--- config.mk ---
export PLATFORM = sky130hd
export DESIGN_NAME = button_debounce
export DESIGN_NICKNAME = d
export VERILOG_FILES = /design/src/rtl/button_debounce.sv
export SDC_FILE = /design/constraint.sdc
export NUM_CORES = 1
export LEC_CHECK = 0
export ABC_AREA = 1
export BUFFER_PORTS_ARGS = -buffer_cell sky130_fd_sc_hd__buf_2
export CAP_MARGIN = 20
export CORE_ASPECT_RATIO = 1.2
export CORE_UTILIZATION = 35
export DETAILED_ROUTE_END_ITERATION = 16
export HOLD_SLACK_MARGIN = 0.03
export SLEW_MARGIN = 20
export SYNTH_ARGS = -nofsm -noshare
export SYNTH_HDL_FRONTEND = slang
export SYNTH_SLANG_ARGS = --single-unit
--- constraint.sdc ---
create_clock -name clk -period 1.4 [get_ports clk]
set_clock_uncertainty 0.05 [all_clocks]
set_input_delay 0.14 -clock clk [delete_from_list [all_inputs] [get_ports clk]]
set_output_delay 0.14 -clock clk [all_outputs]
set_load 0.005 [all_outputs]
--- src/rtl/button_debounce.sv ---
// Switch debouncer: a new input level must hold for STABLE_CYCLES samples before d_out follows.
// Optional DEBOUNCE_SYNC_EN adds a two-flop input synchronizer ahead of the FSM.
module button_debounce #(
  parameter int STABLE_CYCLES = 4,
  parameter int BOUNCE_W      = 8
) (
  input  logic                clk,
  input  logic                rst,
  input  logic                din,
  output logic                d_out,
  output logic                rise,
  output logic                fall,
  output logic                pending,
  output logic [BOUNCE_W-1:0] bounce_cnt
);
  localparam int CNT_W = $clog2(STABLE_CYCLES);
  localparam logic [CNT_W-1:0] CNT_LAST = CNT_W'(STABLE_CYCLES - 1);

  typedef enum logic [1:0] {STABLE_LOW, PEND_HIGH, STABLE_HIGH, PEND_LOW} state_t;

  state_t              state, state_nxt;
  logic [CNT_W-1:0]    cnt, cnt_nxt;
  logic                d_nxt, rise_nxt, fall_nxt, bounce_inc;
  logic [BOUNCE_W-1:0] bounce_nxt;
  logic                s;

`ifdef DEBOUNCE_SYNC_EN
  logic [1:0] sync_q;
  always_ff @(posedge clk) begin
    if (rst) sync_q <= 2'b00;
    else     sync_q <= {sync_q[0], din};
  end
  assign s = sync_q[1];
`else
  assign s = din;
`endif

  always_comb begin
    state_nxt  = state;
    cnt_nxt    = cnt;
    d_nxt      = d_out;
    rise_nxt   = 1'b0;
    fall_nxt   = 1'b0;
    bounce_inc = 1'b0;
    case (state)
      STABLE_LOW: begin
        if (s) begin
          state_nxt = PEND_HIGH;
          cnt_nxt   = CNT_W'(1);
        end
      end
      PEND_HIGH: begin
        if (!s) begin
          state_nxt  = STABLE_LOW;
          cnt_nxt    = '0;
          bounce_inc = 1'b1;
        end else if (cnt == CNT_LAST) begin
          state_nxt = STABLE_HIGH;
          cnt_nxt   = '0;
          d_nxt     = 1'b1;
          rise_nxt  = 1'b1;
        end else begin
          cnt_nxt = cnt + CNT_W'(1);
        end
      end
      STABLE_HIGH: begin
        if (!s) begin
          state_nxt = PEND_LOW;
          cnt_nxt   = CNT_W'(1);
        end
      end
      PEND_LOW: begin
        if (s) begin
          state_nxt  = STABLE_HIGH;
          cnt_nxt    = '0;
          bounce_inc = 1'b1;
        end else if (cnt == CNT_LAST) begin
          state_nxt = STABLE_LOW;
          cnt_nxt   = '0;
          d_nxt     = 1'b0;
          fall_nxt  = 1'b1;
        end else begin
          cnt_nxt = cnt + CNT_W'(1);
        end
      end
      default: begin
        state_nxt = STABLE_LOW;
        cnt_nxt   = '0;
      end
    endcase
  end

  // Abort counter sticks at all ones instead of wrapping.
  assign bounce_nxt = (bounce_inc && (bounce_cnt != '1)) ? bounce_cnt + BOUNCE_W'(1) : bounce_cnt;

  always_ff @(posedge clk) begin
    if (rst) begin
      state      <= STABLE_LOW;
      cnt        <= '0;
      d_out      <= 1'b0;
      rise       <= 1'b0;
      fall       <= 1'b0;
      bounce_cnt <= '0;
    end else begin
      state      <= state_nxt;
      cnt        <= cnt_nxt;
      d_out      <= d_nxt;
      rise       <= rise_nxt;
      fall       <= fall_nxt;
      bounce_cnt <= bounce_nxt;
    end
  end

  assign pending = (state == PEND_HIGH) || (state == PEND_LOW);

endmodule

==> impl_results.md <==
- Status: complete, no violations
- First-pass GRT wire length: 2820 um
- Setup_tns: 0 ns
- Vias in the first global route: 711
- Total clock sinks: 15
- Setup crit start kind: register
- Routed len/inst: 9.96 um
- Starting DRT DRC Count: 11
- All-Layer GR Usage: 16.2%
- Root buf cell: clkbuf_4
- Largest net degree at the start of global routing: 10
- Worst-path clk slew: 0.09 ns
- Via/cell ratio: 4.61
- Synthesized flop and latch total: 15
- Layout fillers: 220
- Initial antenna violation count: 0
- DRC: 0
- LEAKAGE: 0.000448 uW
- Metal2 WL: 771 um
- Antenna Nets Post-Route: 0
- RSZ-0062 raised after global routing: false
- Final setup viols: 0
- CTS H-tree depth: 1
- Yosys warnings: 0
- Avg Inst Size Synth: 7.21 um2
- Critical path type: reg -> reg
- Max VDD drop: 0.000490 V
- Initial Util: 37.6%
- Total gr overflow: 0
- Crit-path max FO: 7
- CTS tree: built
- Drt pass-1 iters: 4
- Period minus WS final: 1.30 ns
- Count of pins over their slew limit: 0
- Cells after synthesis: 108
- Max layer used: met4
- Max frequency: 0.771 GHz
- R2R depth: 8
- Worst hold path class: in -> reg
- Row cnt: 18
- Tcrit/Tclk final: 92.6%
- Post-CTS setup buffers: 0
- # Max-Cap Violations: 0
- Final hold violation count: 0
- Top cell type by total area after synthesis: dfxtp_1
- DRT met1 WL: 750 um
- Clk Latency, worst-skew pair: 0.29 ns
- Port bufs: 14
- Metal3 WL: 41 um
- Sequential area share after synthesis: 38.6%
- WL final: 1600 um
- Mapped Area: 778 um2
- Syn_nets: 113
- Clk buf depth: 2
- GP Congestion: 0.810
- WHS Path Cells: 2
- Synth top area share: 38.6%
- Slew margin rel.: 84.7%
- Slew @ Worst Pin: 0.230 ns
- Top cells by area, synth: dfxtp_1 (39%), nand2_1 (12%), nor2_1 (7.7%), nand3_1 (5.8%), inv_1 (5.8%)
- Core ar.: 0.00207 mm2
- Overall power: 750 uW
- Die area: 0.00242 mm2
- Yosys cell types: 24
- Ratio of cells with drive above 1 in the final layout: 29.8%
- P&R area growth vs syn: 23.0%
- TritonCTS buffer count: 3
- Pwr dens: 783 mW/mm2
- ANT cells: 0
- Die Y: 53.7 um
- # IOs: 15
- CP arrival: 1.43 ns
- Chip width: 45.0 um
- Dpl hpwl: 1260 um
- Via count: 743
- Setup crit end kind: register
- Total Nets Final: 137
- WHS: 0.0565 ns
- WP data required: 1.54 ns
[path summary, 6_finish.rpt]
kind | startpoint | end | slack (ns)
worst max register to register | bounce_cnt[1] | bounce_cnt[1] | 0.10
worst max-delay path | bounce_cnt[1] | bounce_cnt[1] | 0.10
worst min register to register | cnt[1] | cnt[1] | 0.42
worst min-delay path | rst | bounce_cnt[2] | 0.06
[synth_stat cells]
| library cell | count |
|---|---|
| nand2_1 | 24 |
| nor2_1 | 16 |
| dfxtp_1 | 15 |
| inv_1 | 12 |
| nand3_1 | 9 |
| a21oi_1 | 5 |
| nand4_1 | 3 |
| o21ai_0 | 3 |
| ha_1 | 2 |
| nand2_2 | 2 |
| nand2_4 | 2 |
| nand3_2 | 2 |
| o22ai_1 | 2 |
| a21o_2 | 1 |
| buf_6 | 1 |
| clkbuf_1 | 1 |
| clkinv_2 | 1 |
| inv_2 | 1 |
| nand3_4 | 1 |
| nor2_2 | 1 |
| nor2_4 | 1 |
| nor3_1 | 1 |
| o21ai_1 | 1 |
| xor2_1 | 1 |
[per-stage QoR]
step | cell area (um2) | setup WS (ns) | util, % | std cells
after global placement | 923 | 0.124 | 44.6 | 157
after floorplan | 778 | 0.0482 | - | 108
after global routing | 957 | 0.0158 | 46.2 | 161
after CTS | 951 | 0.0581 | 45.9 | 161
final | 957 | 0.103 | 46.2 | 161
after detailed placement | 923 | 0.0816 | 44.6 | 157
[critical path: stages, from the launching register on]
cell and delay (ns):
dfxtp_1 0.35, ha_2 0.21, nand2_1 0.10, nor2_4 0.11, nand3_4 0.11, nand2_4 0.11
inv_2 0.04, nor2_1 0.07, nor2_1 0.05
[report_power, final]
group	internal (uW)	switching [uW]	total [uW]
Clock	106	143	249
Sequential	434	6.08	441
Combinational	23.7	36.4	60.1
[cells in the final DEF, fill, tap and decap left out]
cell / instances
nor2_2: 1
ha_1: 1
nand2_1: 24
a21o_2: 1
nor3_1: 1
o21ai_0: 3
nand3_2: 2
buf_2: 14
inv_2: 1
ha_2: 1
nand2_2: 2
xor2_1: 1
nand4_1: 3
o22ai_1: 2
nand3_1: 9
a21oi_1: 4
nand2_4: 2
nor2_4: 1
o21ai_1: 1
clkbuf_4: 3
a21oi_2: 1
nand3_4: 1
buf_4: 7
clkinv_2: 2
dfxtp_1: 15
inv_1: 12
nor2_1: 16
[timing repair]
action	CTS	global route
hold buffers	0	0
resized for setup	0	2
setup endpoints to repair	0	3
[cell families (layout without fill, tap and decap cells)]
family,after synthesis,in the layout,synth area share [%]
buf+inv,16,39,8.84
xor+xnor,1,1,1.13
flops,15,15,38.6
compound gates,12,12,8.52
simple gates,62,62,39.7
fa+ha+maj,2,2,3.21
[cell type report]
class                           instances  area, um2  area share [%]
Multi-Input combinational cell         77        415            43.4
Tap cell                               30       37.5            3.92
Sequential cell                        15        300            31.4
Clock inverter                          1       5.00           0.523
Inverter                               14       53.8            5.62
Clock buffer                            3       22.5            2.35
Timing Repair Buffer                   21        123            12.8
[metal layers]
| layer | up-vias | track usage (%) |
|---|---|---|
| met2 | 13 | 29.0 |
| met1 | 332 | 17.5 |
| li1 | 393 | - |
| met5 | - | 0 |
| met4 | 0 | 10.1 |
| met3 | 5 | 2.35 |
[sequential cells by signal, indices dropped and copies added (netlist names), named ones only]
| name | flops |
|---|---|
| cnt | 2 |
| rise | 1 |
| bounce_cnt | 8 |
| d_out | 1 |
| state | 1 |
| fall | 1 |
No activity file was read; power rests on OpenSTA's default activity.
